<file path="src/rtl/pipeline_hazard_ctrl.sv">
// Hazard controller for the 5-stage pipeline: stage stall/flush controls,
// Execute-stage forwarding selects, and a small FSM sequencing data-memory
// wait states and multi-cycle mul/div operations.
module pipeline_hazard_ctrl #(
  parameter int unsigned MEM_TIMEOUT = 16,
  parameter int unsigned CNT_W       = 16
) (
  input  logic             i_Clk,
  input  logic             i_Reset,
  input  logic [4:0]       i_Rs1D,
  input  logic [4:0]       i_Rs2D,
  input  logic [4:0]       i_Rs1E,
  input  logic [4:0]       i_Rs2E,
  input  logic [4:0]       i_RdE,
  input  logic [4:0]       i_RdM,
  input  logic [4:0]       i_RdW,
  input  logic             i_RegWriteM,
  input  logic             i_RegWriteW,
  input  logic             i_LoadE,
  input  logic             i_PCSrcE,
  input  logic             i_MemReqM,
  input  logic             i_MemReadyM,
  input  logic             i_MulDivStartE,
  input  logic             i_MulDivDone,
  output logic             o_StallF,
  output logic             o_StallD,
  output logic             o_StallE,
  output logic             o_StallM,
  output logic             o_FlushD,
  output logic             o_FlushE,
  output logic             o_FlushM,
  output logic             o_FlushW,
  output logic [1:0]       o_ForwardAE,
  output logic [1:0]       o_ForwardBE,
  output logic             o_MemFault,
  output logic [1:0]       o_State,
  output logic [CNT_W-1:0] o_StallCount
);

  localparam int unsigned WaitW = (MEM_TIMEOUT > 2) ? $clog2(MEM_TIMEOUT) : 1;

  typedef enum logic [1:0] {
    StRun     = 2'b00,
    StMemWait = 2'b01,
    StMdBusy  = 2'b10
  } state_e;

  state_e           state_q, state_d;
  logic [WaitW-1:0] wait_q, wait_d;
  logic             mem_fault_q;
  logic [CNT_W-1:0] stall_cnt_q, stall_cnt_d;

  logic timeout, mem_wait, md_wait, lw_stall;

  // Forward select for one Execute source: M has priority over W, x0 never forwards.
  function automatic logic [1:0] fwd_sel(input logic [4:0] rs);
    if (i_RegWriteM && (i_RdM != 5'd0) && (i_RdM == rs)) begin
      return 2'b10;
    end else if (i_RegWriteW && (i_RdW != 5'd0) && (i_RdW == rs)) begin
      return 2'b01;
    end
    return 2'b00;
  endfunction

  // Hazard conditions from current state and inputs.
  always_comb begin
    timeout  = (state_q == StMemWait) && (wait_q == WaitW'(MEM_TIMEOUT - 1));
    mem_wait = ((state_q == StRun) && i_MemReqM && !i_MemReadyM) ||
               ((state_q == StMemWait) && !i_MemReadyM && !timeout);
    md_wait  = !mem_wait &&
               (((state_q == StRun) && i_MulDivStartE && !i_MulDivDone) ||
                ((state_q == StMdBusy) && !i_MulDivDone));
    lw_stall = i_LoadE && (i_RdE != 5'd0) && ((i_RdE == i_Rs1D) || (i_RdE == i_Rs2D));
  end

  // Stall/flush/forward outputs; reset forces bubbles into every stage.
  always_comb begin
    o_StallF    = 1'b0;
    o_StallD    = 1'b0;
    o_StallE    = 1'b0;
    o_StallM    = 1'b0;
    o_FlushD    = 1'b0;
    o_FlushE    = 1'b0;
    o_FlushM    = 1'b0;
    o_FlushW    = 1'b0;
    o_ForwardAE = 2'b00;
    o_ForwardBE = 2'b00;
    if (i_Reset) begin
      o_FlushD = 1'b1;
      o_FlushE = 1'b1;
      o_FlushM = 1'b1;
      o_FlushW = 1'b1;
    end else begin
      o_ForwardAE = fwd_sel(i_Rs1E);
      o_ForwardBE = fwd_sel(i_Rs2E);
      if (mem_wait) begin
        // Freeze F..M; the held branch in E is acted on once memory completes.
        o_StallF = 1'b1;
        o_StallD = 1'b1;
        o_StallE = 1'b1;
        o_StallM = 1'b1;
        o_FlushW = 1'b1;
      end else if (md_wait) begin
        o_StallF = 1'b1;
        o_StallD = 1'b1;
        o_StallE = 1'b1;
        o_FlushM = 1'b1;
      end else if (i_PCSrcE) begin
        o_FlushD = 1'b1;
        o_FlushE = 1'b1;
      end else if (lw_stall) begin
        o_StallF = 1'b1;
        o_StallD = 1'b1;
        o_FlushE = 1'b1;
      end
    end
  end

  // Next-state, wait counter and stall performance counter.
  always_comb begin
    state_d = state_q;
    wait_d  = wait_q;
    unique case (state_q)
      StRun: begin
        if (i_MemReqM && !i_MemReadyM) begin
          state_d = StMemWait;
          wait_d  = '0;
        end else if (i_MulDivStartE && !i_MulDivDone) begin
          state_d = StMdBusy;
        end
      end
      StMemWait: begin
        if (i_MemReadyM || timeout) begin
          state_d = StRun;
        end else begin
          wait_d = wait_q + WaitW'(1);
        end
      end
      StMdBusy: begin
        if (i_MulDivDone) begin
          state_d = StRun;
        end
      end
      default: state_d = StRun;
    endcase
    stall_cnt_d = stall_cnt_q;
    if (o_StallF && (stall_cnt_q != '1)) begin
      stall_cnt_d = stall_cnt_q + CNT_W'(1);
    end
  end

  // State and counter registers.
  always_ff @(posedge i_Clk or posedge i_Reset) begin
    if (i_Reset) begin
      state_q     <= StRun;
      wait_q      <= '0;
      mem_fault_q <= 1'b0;
      stall_cnt_q <= '0;
    end else begin
      state_q     <= state_d;
      wait_q      <= wait_d;
      mem_fault_q <= timeout;
      stall_cnt_q <= stall_cnt_d;
    end
  end

  assign o_MemFault   = mem_fault_q;
  assign o_State      = state_q;
  assign o_StallCount = stall_cnt_q;

endmodule

</file>
<file path="config.mk">
export PLATFORM = sky130hd
export DESIGN_NAME = pipeline_hazard_ctrl
export DESIGN_NICKNAME = d
export VERILOG_FILES = /design/src/rtl/pipeline_hazard_ctrl.sv
export SDC_FILE = /design/constraint.sdc
export NUM_CORES = 1
export LEC_CHECK = 0
export BUFFER_PORTS_ARGS = -buffer_cell sky130_fd_sc_hd__buf_4
export CAP_MARGIN = 20
export CORE_AREA = 10 10 84 86
export CTS_CLUSTER_SIZE = 40
export DETAILED_ROUTE_END_ITERATION = 8
export DIE_AREA = 0 0 94 96
export GPL_ROUTABILITY_DRIVEN = 0
export GPL_TIMING_DRIVEN = 1
export PLACE_DENSITY_LB_ADDON = 0.08
export SETUP_SLACK_MARGIN = 0.2
export SYNTH_ARGS = -nofsm -noshare
export SYNTH_HDL_FRONTEND = slang
export SYNTH_SLANG_ARGS = --single-unit
</file>
<file path="constraint.sdc">
create_clock -name i_Clk -period 2.2 [get_ports i_Clk]
set_input_delay 0.22 -clock i_Clk [delete_from_list [all_inputs] [get_ports i_Clk]]
set_output_delay 0.22 -clock i_Clk [all_outputs]
set_load 0.01 [all_outputs]
</file>
==> results of run 1 <==
[layout by cell type (no fill, tap or decap), types with 2 or more instances in the layout]
| cell type | instances |
|---|---|
| and3_1 | 2 |
| inv_1 | 4 |
| or4_1 | 5 |
| dfrtp_2 | 5 |
| buf_4 | 97 |
| xnor2_1 | 22 |
| nand4_1 | 6 |
| nand2_1 | 11 |
| nor3_1 | 8 |
| dfrtp_1 | 18 |
| nor2_1 | 13 |
| nand2b_1 | 2 |
| nor4_1 | 4 |
| o21ai_1 | 2 |
| nand3_1 | 11 |
| xor2_1 | 25 |
| clkbuf_8 | 3 |
| nor4_2 | 2 |
| a21oi_4 | 2 |
| nor3_2 | 3 |
| ha_2 | 2 |
[layer usage]
layer,vias up,routed length [µm],global-route usage [%]
met5,-,0,0
met4,0,59,1.90
met3,6,336,4.28
met2,44,2490,17.2
met1,707,2030,12.3
li1,784,-,-
[logic make-up (layout without fill, tap and decap cells)]
logic type	Yosys count	after routing	synth area share, %
and+or+nand+nor	74	74	26.7
xor gates and xnor gates	47	47	25.8
DFF	23	23	36.1
AOI/OAI and AO/OA	12	12	5.57
buffers and inverters	8	106	2.67
adders and majority gates	2	2	1.57
muxes	2	2	1.65
[worst max-delay path, cell delays in order (launching register included)]
cell,delay [ns]
dfrtp_1,0.39
ha_2,0.22
nand3_4,0.08
a21oi_4,0.19
a21oi_2,0.11
or2_2,0.31
buf_4,0.16
[synth_stat cells, drive strengths merged, types with 5 or more instances]
| cell | n | area [µm²] |
|---|---|---|
| nand4 | 6 | 37.5 |
| inv | 5 | 18.8 |
| nor3 | 11 | 70.1 |
| nor4 | 7 | 50.1 |
| nand3 | 12 | 60.1 |
| or4 | 5 | 37.5 |
| nor2 | 14 | 55.1 |
| xor2 | 25 | 219 |
| nand2 | 11 | 41.3 |
| xnor2 | 22 | 193 |
| dfrtp | 23 | 576 |
[area by class of cell]
type                       instances  area (µm²)
sequential                        23         582
multi-input combinational        137        1030
clock buffer                       3        41.3
tap                               72        90.1
fill                             548        2910
inverter                           5        22.5
timing repair buffer              97         728
clock inverter                     1        5.00
[metrics by stage]
stage	instances	setup WS (ns)	hold WS [ns]	instance area, µm²
6_report	338	0.252	0.0877	2500
5_1_grt	338	0.131	0.120	2500
4_1_cts	327	0.204	0.102	2390
3_5_place_dp	321	0.0923	0.390	2300
3_3_place_gp	321	0.0811	0.388	2300
2_1_floorplan	168	0.258	0.291	1600
[final timing paths]
kind,endpoint,slack [ns],cells past startpoint
max,o_StallF,0.25,6
min,o_StallCount[10],0.09,3
max reg2reg,o_StallCount[7],0.31,7
min reg2reg,o_StallCount[15],0.52,1
max in group asynchronous,o_StallCount[8],1.86,3
min in group i_Clk,o_State[1],0.33,5
[where the power goes]
part           leakage (µW)  internal (µW)  total, µW  switching, µW
Combinational      0.000841            369        664            295
Clock             0.0000255            127        271            145
Sequential         0.000287            506        601           94.5
[sequential cells by signal, summed over array words and instances (netlist names)]
register	cells
o_State	2
o_StallCount	16
wait_q	4
o_MemFault	1
[timing repair]
| action | CTS | global route |
|---|---|---|
| resized for setup | 6 | 11 |
| setup endpoints to repair | 16 | 19 |
| pin swaps | 3 | 6 |
| setup buffers | 2 | 11 |
==> qor.yml, run 1 <==
finalWirelength_um: 4920
finalPower_uw: 1540
synth_enable_flop_cells: 0
first_iter_violations: 39
clkLatencyLatePin_ns: 0.27
period_minus_slack_ns: 1.95
r2r_start: "o_State[1]"
yosys_warnings: 0
grt_antenna_before_repair: 0
cts_buffer_depth: 2
area_delta_synth_final_pct: 56.7
hold_path_class: "input pin to asynchronous set/reset pin"
cts.sinks: 23
ys_seq_area_share_pct: 36.1
grt_pass1_wl_um: 7580
synth.avg_cell_area_um2: 9.50
placeableCoreArea_um2: 5410
htreeDepth: 1
grt_max_degree: 26
synth_cells: 168
final_core_utilization_pct: 46.3
tightestPinTransition_ns: 0.378
worst_ep_required_time_ns: 1.98
drv_cap: 0
drc: 0
synth.distinct_cells: 35
startpoint_type: "flip-flop"
timing.fmax_mhz: 513
layout-drive-gt1-share_pct: 47.7
relSlewSlack_pct: 74.8
power_density_nw_per_um2: 614
num_io_pins: 76
wl_per_cell_um: 14.5
ys_seq_elements: 23
hold_buffers: 0
rsz0062_at_grt: "true"
grt_pass1_vias: 1576
startpoint: "wait_q[1]"
critPathKind: "flip-flop to primary output"
place_hpwl_um: 4030
path_max_fanout: 4
finalSetupViolCount: 0
cts_made_buffers: 3
initial_core_util_pct: 29.5
cp.arrival_ns: 1.73
leakagePower_uw: 0.00115
fp.dieH_um: 96
die_w_um: 94
synth_async_sr_flop_share_pct: 100
core.rowCount: 27
via_per_inst: 4.56
grt_usage_pct: 10.3
n_antenna_cell: 0
cts_tree: "done"
detail-route-antenna-nets: 0
drt-pass1-iter-count: 4
vias: 1541
finalSetupTns_ns: 0
root_buffer: "clkbuf_8"
synth_top_flop_cell: "dfrtp_1"
slew_viol_final: 0
critPathCaptureType: "primary output"
io_buffers: 75
fin_worst_skew_ns: 0.00235
fin_nets: 314
status: "finished, final reports clean"
finalCritPeriodShare_pct: 88.6
die_area_um2: 9020
grt_overflow: 0
peakVddDrop_uv: 299
synth_area_um2: 1600
finalHoldViolations: 0
syn_nets: 215
clk_pin_slew_ns: 0.09
No activity file was read; power rests on OpenSTA's default activity.
==> run 2: changes to the inputs <==
--- a/config.mk
+++ b/config.mk
@@ -5,12 +5,12 @@
 export SDC_FILE = /design/constraint.sdc
 export NUM_CORES = 1
 export LEC_CHECK = 0
-export BUFFER_PORTS_ARGS = -buffer_cell sky130_fd_sc_hd__buf_4
 export CAP_MARGIN = 20
-export CORE_AREA = 10 10 84 86
+export CORE_AREA = 2 2 76 78
 export CTS_CLUSTER_SIZE = 40
 export DETAILED_ROUTE_END_ITERATION = 8
-export DIE_AREA = 0 0 94 96
+export DIE_AREA = 0 0 78 80
+export DONT_BUFFER_PORTS = 1
 export GPL_ROUTABILITY_DRIVEN = 0
 export GPL_TIMING_DRIVEN = 1
 export PLACE_DENSITY_LB_ADDON = 0.08
==> qor.yml, run 2 (synthesis results as in run 1) <==
critPathCaptureType: "flip-flop"  # was primary output
dp_cells: 256  # was 321
final_common_cell: "xor2_1"  # was buf_4
cp_cell_sequence: "nor4b_4 > a21oi_4 > a211oi_2 > a21oi_4 > buf_12 > nor3_1 > xor2_1"  # was ha_2 > nand3_4 > a21oi_4 > a21oi_2 > or2_2 > buf_4
peakVddDrop_uv: 386  # was 299 µV
cp.arrival_ns: 2.10  # was 1.73 ns
hold_path_class: "input pin to flip-flop"  # was input pin to asynchronous set/reset pin
cts.sinks: 23  # unchanged
worst_ep_required_time_ns: 2.38  # was 1.98 ns
wl_per_cell_um: 15.3  # was 14.5 µm
vias: 1280  # was 1541
drt-pass1-iter-count: 3  # was 4
place_hpwl_um: 3320  # was 4030 µm
num_io_pins: 76  # unchanged
detail-route-antenna-nets: 0  # unchanged
critPathKind: "flip-flop to flip-flop"  # was flip-flop to primary output
startpoint: "o_State[1]"  # was wait_q[1]
grt_antenna_before_repair: 0  # unchanged
grt_pass1_vias: 1284  # was 1576
relSlewSlack_pct: 63.6  # was 74.8%
leakagePower_uw: 0.000786  # was 0.00115 µW
core.rowCount: 27  # unchanged
fin_nets: 239  # was 314
drc: 0  # unchanged
rsz0062_at_grt: "true"  # unchanged
grt_overflow: 0  # unchanged
cts_tree: "done"  # unchanged
power_density_nw_per_um2: 681  # was 614 nW/µm²
max_stage_delay_ns: 0.48  # was 0.39 ns
finalHoldViolations: 0  # unchanged
period_minus_slack_ns: 1.91  # was 1.95 ns
startpoint_type: "flip-flop"  # unchanged
cp_slowest_cell: "dfrtp_2"  # was dfrtp_1
layout-drive-gt1-share_pct: 24.1  # was 47.7%
area_delta_synth_final_pct: 21.5  # was 56.7%
n_antenna_cell: 0  # unchanged
holdCritStartpoint: "i_MemReadyM"
clk_pin_slew_ns: 0.08  # was 0.09 ns
finalWirelength_um: 4010  # was 4920 µm
finalSetupViolCount: 0  # unchanged
timing.fmax_mhz: 523  # was 513 MHz
fin_worst_skew_ns: 0.00231  # was 0.00235 ns
crit_top_cell: "a21oi_4"
drv_cap: 0  # unchanged
root_buffer: "clkbuf_8"  # unchanged
finalCritPeriodShare_pct: 86.9  # was 88.6%
grt_max_degree: 26  # unchanged
grt_pass1_wl_um: 6270  # was 7580 µm
htreeDepth: 1  # unchanged
grt_usage_pct: 12.5  # was 10.3%
worst_slack_ns: 0.289  # was 0.252 ns
critPathBufInv: 1  # unchanged
first_iter_violations: 31  # was 39
largest_reg_flops: 16  # unchanged
final_core_utilization_pct: 35.9  # was 46.3%
die_area_um2: 6240  # was 9020 µm²
die_w_um: 78  # was 94 µm
cts_buffer_depth: 2  # unchanged
clkLatencyLatePin_ns: 0.26  # was 0.27 ns
r2r_start: "o_State[1]"  # unchanged
finalSetupTns_ns: 0  # unchanged
fp.dieH_um: 80  # was 96 µm
placeableCoreArea_um2: 5410  # unchanged
status: "finished, final reports clean"  # unchanged
path_max_fanout: 16  # was 4
layout_common_cells: "xor2_1 (25), xnor2_1 (22), dfrtp_1 (21)"  # was buf_4 (97), xor2_1 (25), xnor2_1 (22)
cts_made_buffers: 3  # unchanged
dp_slack_ns: 0.159  # was 0.0923 ns
tightestPinTransition_ns: 0.541  # was 0.378 ns
instances_no_fill: 263  # was 338
initial_core_util_pct: 29.5  # unchanged
slew_viol_final: 0  # unchanged
io_buffers: 0  # was 75
via_per_inst: 4.87  # was 4.56
cp_top_family: "simple AND/OR/NAND/NOR gates"  # was flip-flops
run 2: cell count changes in the layout (fill, tap and decap cells not counted), sizes merged:
cell         change
dlygate4sd3      +1
clkbuf           +1
clkinv           -1
buf             -76
run 2: area by class of cell:
class | instances | area (µm²)
fill | 577 | 3470
multi-input combinational | 137 | 1020
sequential | 23 | 578
timing repair buffer | 22 | 180
tap | 72 | 90.1
clock buffer | 4 | 45.0
inverter | 5 | 22.5
run 2: stage by stage:
step / instance area (µm²) / total power (µW) / hold WS, ns
after floorplan: 1600 / 897 / 0.291
after global placement: 1810 / 1050 / 0.202
after detailed placement: 1810 / 1060 / 0.201
after CTS: 1870 / 1320 / 0.125
after global routing: 1940 / 1410 / 0.260
final: 1940 / 1320 / 0.248
run 2: worst min-delay path, cell delays in order:
cell and delay, ns:
nor4b_4 0.03, buf_4 0.13, nor2_1 0.09
run 2: per-layer routing:
| metal | track usage, % | share of wire, % | vias up |
|---|---|---|---|
| li1 | - | - | 631 |
| met1 | 15.5 | 41 | 614 |
| met2 | 21.2 | 51 | 33 |
| met3 | 5.32 | 7.2 | 2 |
| met4 | 1.05 | 0.42 | 0 |
| met5 | 0 | 0 | - |
run 2: report_power, final:
group          total [µW]  internal, µW  switching [µW]
logic                 473           229             244
registers             591           506            84.6
clock network         256           129             127
total                1320           864             456
run 2: final timing paths:
kind | end | slack (ns) | depth (start not counted)
max reg2reg | o_StallCount[9] | 0.29 | 7
min reg2reg | wait_q[1] | 0.52 | 2
min in group asynchronous | o_StallCount[10] | 0.45 | 3
min | wait_q[3] | 0.25 | 3
max in group asynchronous | o_State[1] | 1.49 | 3
max | o_StallCount[9] | 0.29 | 7
run 2: what timing repair did:
action / 4_1_cts / 5_1_grt
pin swaps: 1 / 3
hold endpoints to repair: 23 / 0
endpoints found under the setup margin: 8 / 20
buffers inserted: 0 / 2
hold buffers: 1 / 0
resized for setup: 1 / 11
==> run 3: changes to the inputs <==
--- a/config.mk
+++ b/config.mk
@@ -13,7 +13,7 @@
 export DONT_BUFFER_PORTS = 1
 export GPL_ROUTABILITY_DRIVEN = 0
 export GPL_TIMING_DRIVEN = 1
-export PLACE_DENSITY_LB_ADDON = 0.08
+export HOLD_SLACK_MARGIN = 0.03
 export SETUP_SLACK_MARGIN = 0.2
 export SYNTH_ARGS = -nofsm -noshare
 export SYNTH_HDL_FRONTEND = slang
==> qor.yml, run 3 (synthesis results as in run 1) <==
status: "finished, final reports clean"  # unchanged
grt_pass1_wl_um: 5870  # was 6270 µm
detail-route-antenna-nets: 0  # unchanged
instances_no_fill: 269  # was 263
cts_tree: "done"  # unchanged
cp_cell_sequence: "ha_2 > nand3_2 > a21oi_4 > a21oi_1 > buf_4 > or2_4"  # was nor4b_4 > a21oi_4 > a211oi_2 > a21oi_4 > buf_12 > nor3_1 > xor2_1
hold_path_depth: 2  # was 3
cts_buffer_depth: 2  # unchanged
slew_viol_final: 0  # unchanged
cp_top_family: "flip-flops"  # was simple AND/OR/NAND/NOR gates
worst_ep_required_time_ns: 1.98  # was 2.38 ns
r2r_start: "o_State[1]"  # unchanged
layout_common_cells: "buf_4 (26), xor2_1 (25), xnor2_1 (22)"  # was xor2_1 (25), xnor2_1 (22), dfrtp_1 (21)
via_per_inst: 4.90  # was 4.87
peakVddDrop_uv: 316  # was 386 µV
path_max_fanout: 5  # was 16
grt_max_degree: 26  # unchanged
finalSetupTns_ns: 0  # unchanged
leakagePower_uw: 0.000816  # was 0.000786 µW
drv_cap: 0  # unchanged
fin_nets: 245  # was 239
largest_reg_flops: 16  # unchanged
tightestPinTransition_ns: 0.582  # was 0.541 ns
worst_slack_ns: 0.261  # was 0.289 ns
root_buffer: "clkbuf_8"  # unchanged
fillers: 584  # was 577
io_buffers: 0  # unchanged
vias: 1318  # was 1280
area_delta_synth_final_pct: 24.6  # was 21.5%
place_hpwl_um: 3080  # was 3320 µm
holdCritStartpoint: "i_MulDivStartE"  # was i_MemReadyM
critPathBufInv: 1  # unchanged
htreeDepth: 1  # unchanged
die_w_um: 78  # unchanged
grt_antenna_before_repair: 0  # unchanged
r2r_cells: 7  # unchanged
die_area_um2: 6240  # unchanged
power_density_nw_per_um2: 690  # was 681 nW/µm²
hold_path_class: "input pin to flip-flop"  # unchanged
reg2reg_to: "o_StallCount[13]"  # was o_StallCount[9]
max_stage_delay_ns: 0.38  # was 0.48 ns
core.rowCount: 27  # unchanged
initial_core_util_pct: 29.5  # unchanged
drc: 0  # unchanged
dp_slack_ns: 0.0109  # was 0.159 ns
finalCritPeriodShare_pct: 88.2  # was 86.9%
final_core_utilization_pct: 36.8  # was 35.9%
grt_usage_pct: 12.0  # was 12.5%
layout-drive-gt1-share_pct: 27.9  # was 24.1%
num_io_pins: 76  # unchanged
clk_pin_slew_ns: 0.08  # about the same
critPathCaptureType: "primary output"  # was flip-flop
cp_slowest_cell: "dfrtp_1"  # was dfrtp_2
wl_per_cell_um: 14.3  # was 15.3 µm
hold_ws_ns: 0.180  # was 0.248 ns
n_antenna_cell: 0  # unchanged
final_common_cell: "buf_4"  # was xor2_1
hold_path_end: "o_State[1]"  # was wait_q[3]
cp.arrival_ns: 1.72  # was 2.10 ns
drt-pass1-iter-count: 3  # unchanged
fp.dieH_um: 80  # unchanged
finalSetupViolCount: 0  # unchanged
first_iter_violations: 22  # was 31
critPathKind: "flip-flop to primary output"  # was flip-flop to flip-flop
cts_made_buffers: 3  # unchanged
timing.fmax_mhz: 516  # was 523 MHz
cts.sinks: 23  # unchanged
finalWirelength_um: 3850  # was 4010 µm
startpoint_type: "flip-flop"  # unchanged
finalHoldViolations: 0  # unchanged
relSlewSlack_pct: 60.8  # was 63.6%
rsz0062_at_grt: "true"  # unchanged
grt_overflow: 0  # unchanged
fin_worst_skew_ns: 0.00218  # was 0.00231 ns
dp_cells: 257  # was 256
r2r_slack_ns: 0.28  # was 0.29 ns
placeableCoreArea_um2: 5410  # unchanged
grt_pass1_vias: 1287  # was 1284
period_minus_slack_ns: 1.94  # was 1.91 ns
clkLatencyLatePin_ns: 0.26  # about the same
[run 3: changes by cell type in the layout (fill, tap and decap cells not counted), sizes merged]
cell	delta
clkbuf	-1
clkinv	+1
buf	+6
[run 3: how the worst max path moves through the flow]
stage                          startpoint                to  slack (ns)  cells past startpoint
after detailed placement       o_State[1]   o_StallCount[1]        0.01                      4
after CTS                 o_StallCount[1]   o_StallCount[1]        0.20                      6
final                           wait_q[1]          o_StallF        0.26                      6
after floorplan                   i_Reset    o_ForwardAE[0]        0.26                      5
after global routing           o_State[1]  o_StallCount[13]        0.11                      7
after global placement         o_State[1]   o_StallCount[1]        0.02                      4
[run 3: where the power goes]
| part | total, µW | switching (µW) | internal [µW] |
|---|---|---|---|
| logic | 542 | 279 | 263 |
| registers | 563 | 57.2 | 506 |
| clock network | 266 | 139 | 127 |
| total | 1370 | 476 | 895 |
[run 3: layout make-up]
class                   instances  area [µm²]  area share (%)
clock buffers                   3        41.3            2.08
clock inverters                 1        5.00           0.252
inverters                       5        22.5            1.13
multi-input cells             137        1030            51.6
flip-flops and latches         23         578            29.1
well taps                      72        90.1            4.53
repair buffers                 28         225            11.3
[run 3: metal layers]
metal	global-route usage [%]	wire length, µm	vias to the layer above
li1	-	-	644
met1	12.6	1430	615
met2	21.1	1980	51
met3	5.32	348	8
met4	4.39	93	0
met5	0	0	-
[run 3: what timing repair did]
action	CTS	global route
pin swaps	2	4
hold endpoints to repair	23	0
setup buffers	3	4
setup endpoints to repair	21	20
hold buffers	1	0
gates resized for setup	6	8
[run 3: through the flow]
stage / instance area [µm²] / total power (µW)
floorplan: 1600 / 897
global route: 1990 / 1470
global placement: 1820 / 1060
detailed placement: 1820 / 1070
CTS: 1920 / 1360
finish: 1990 / 1370
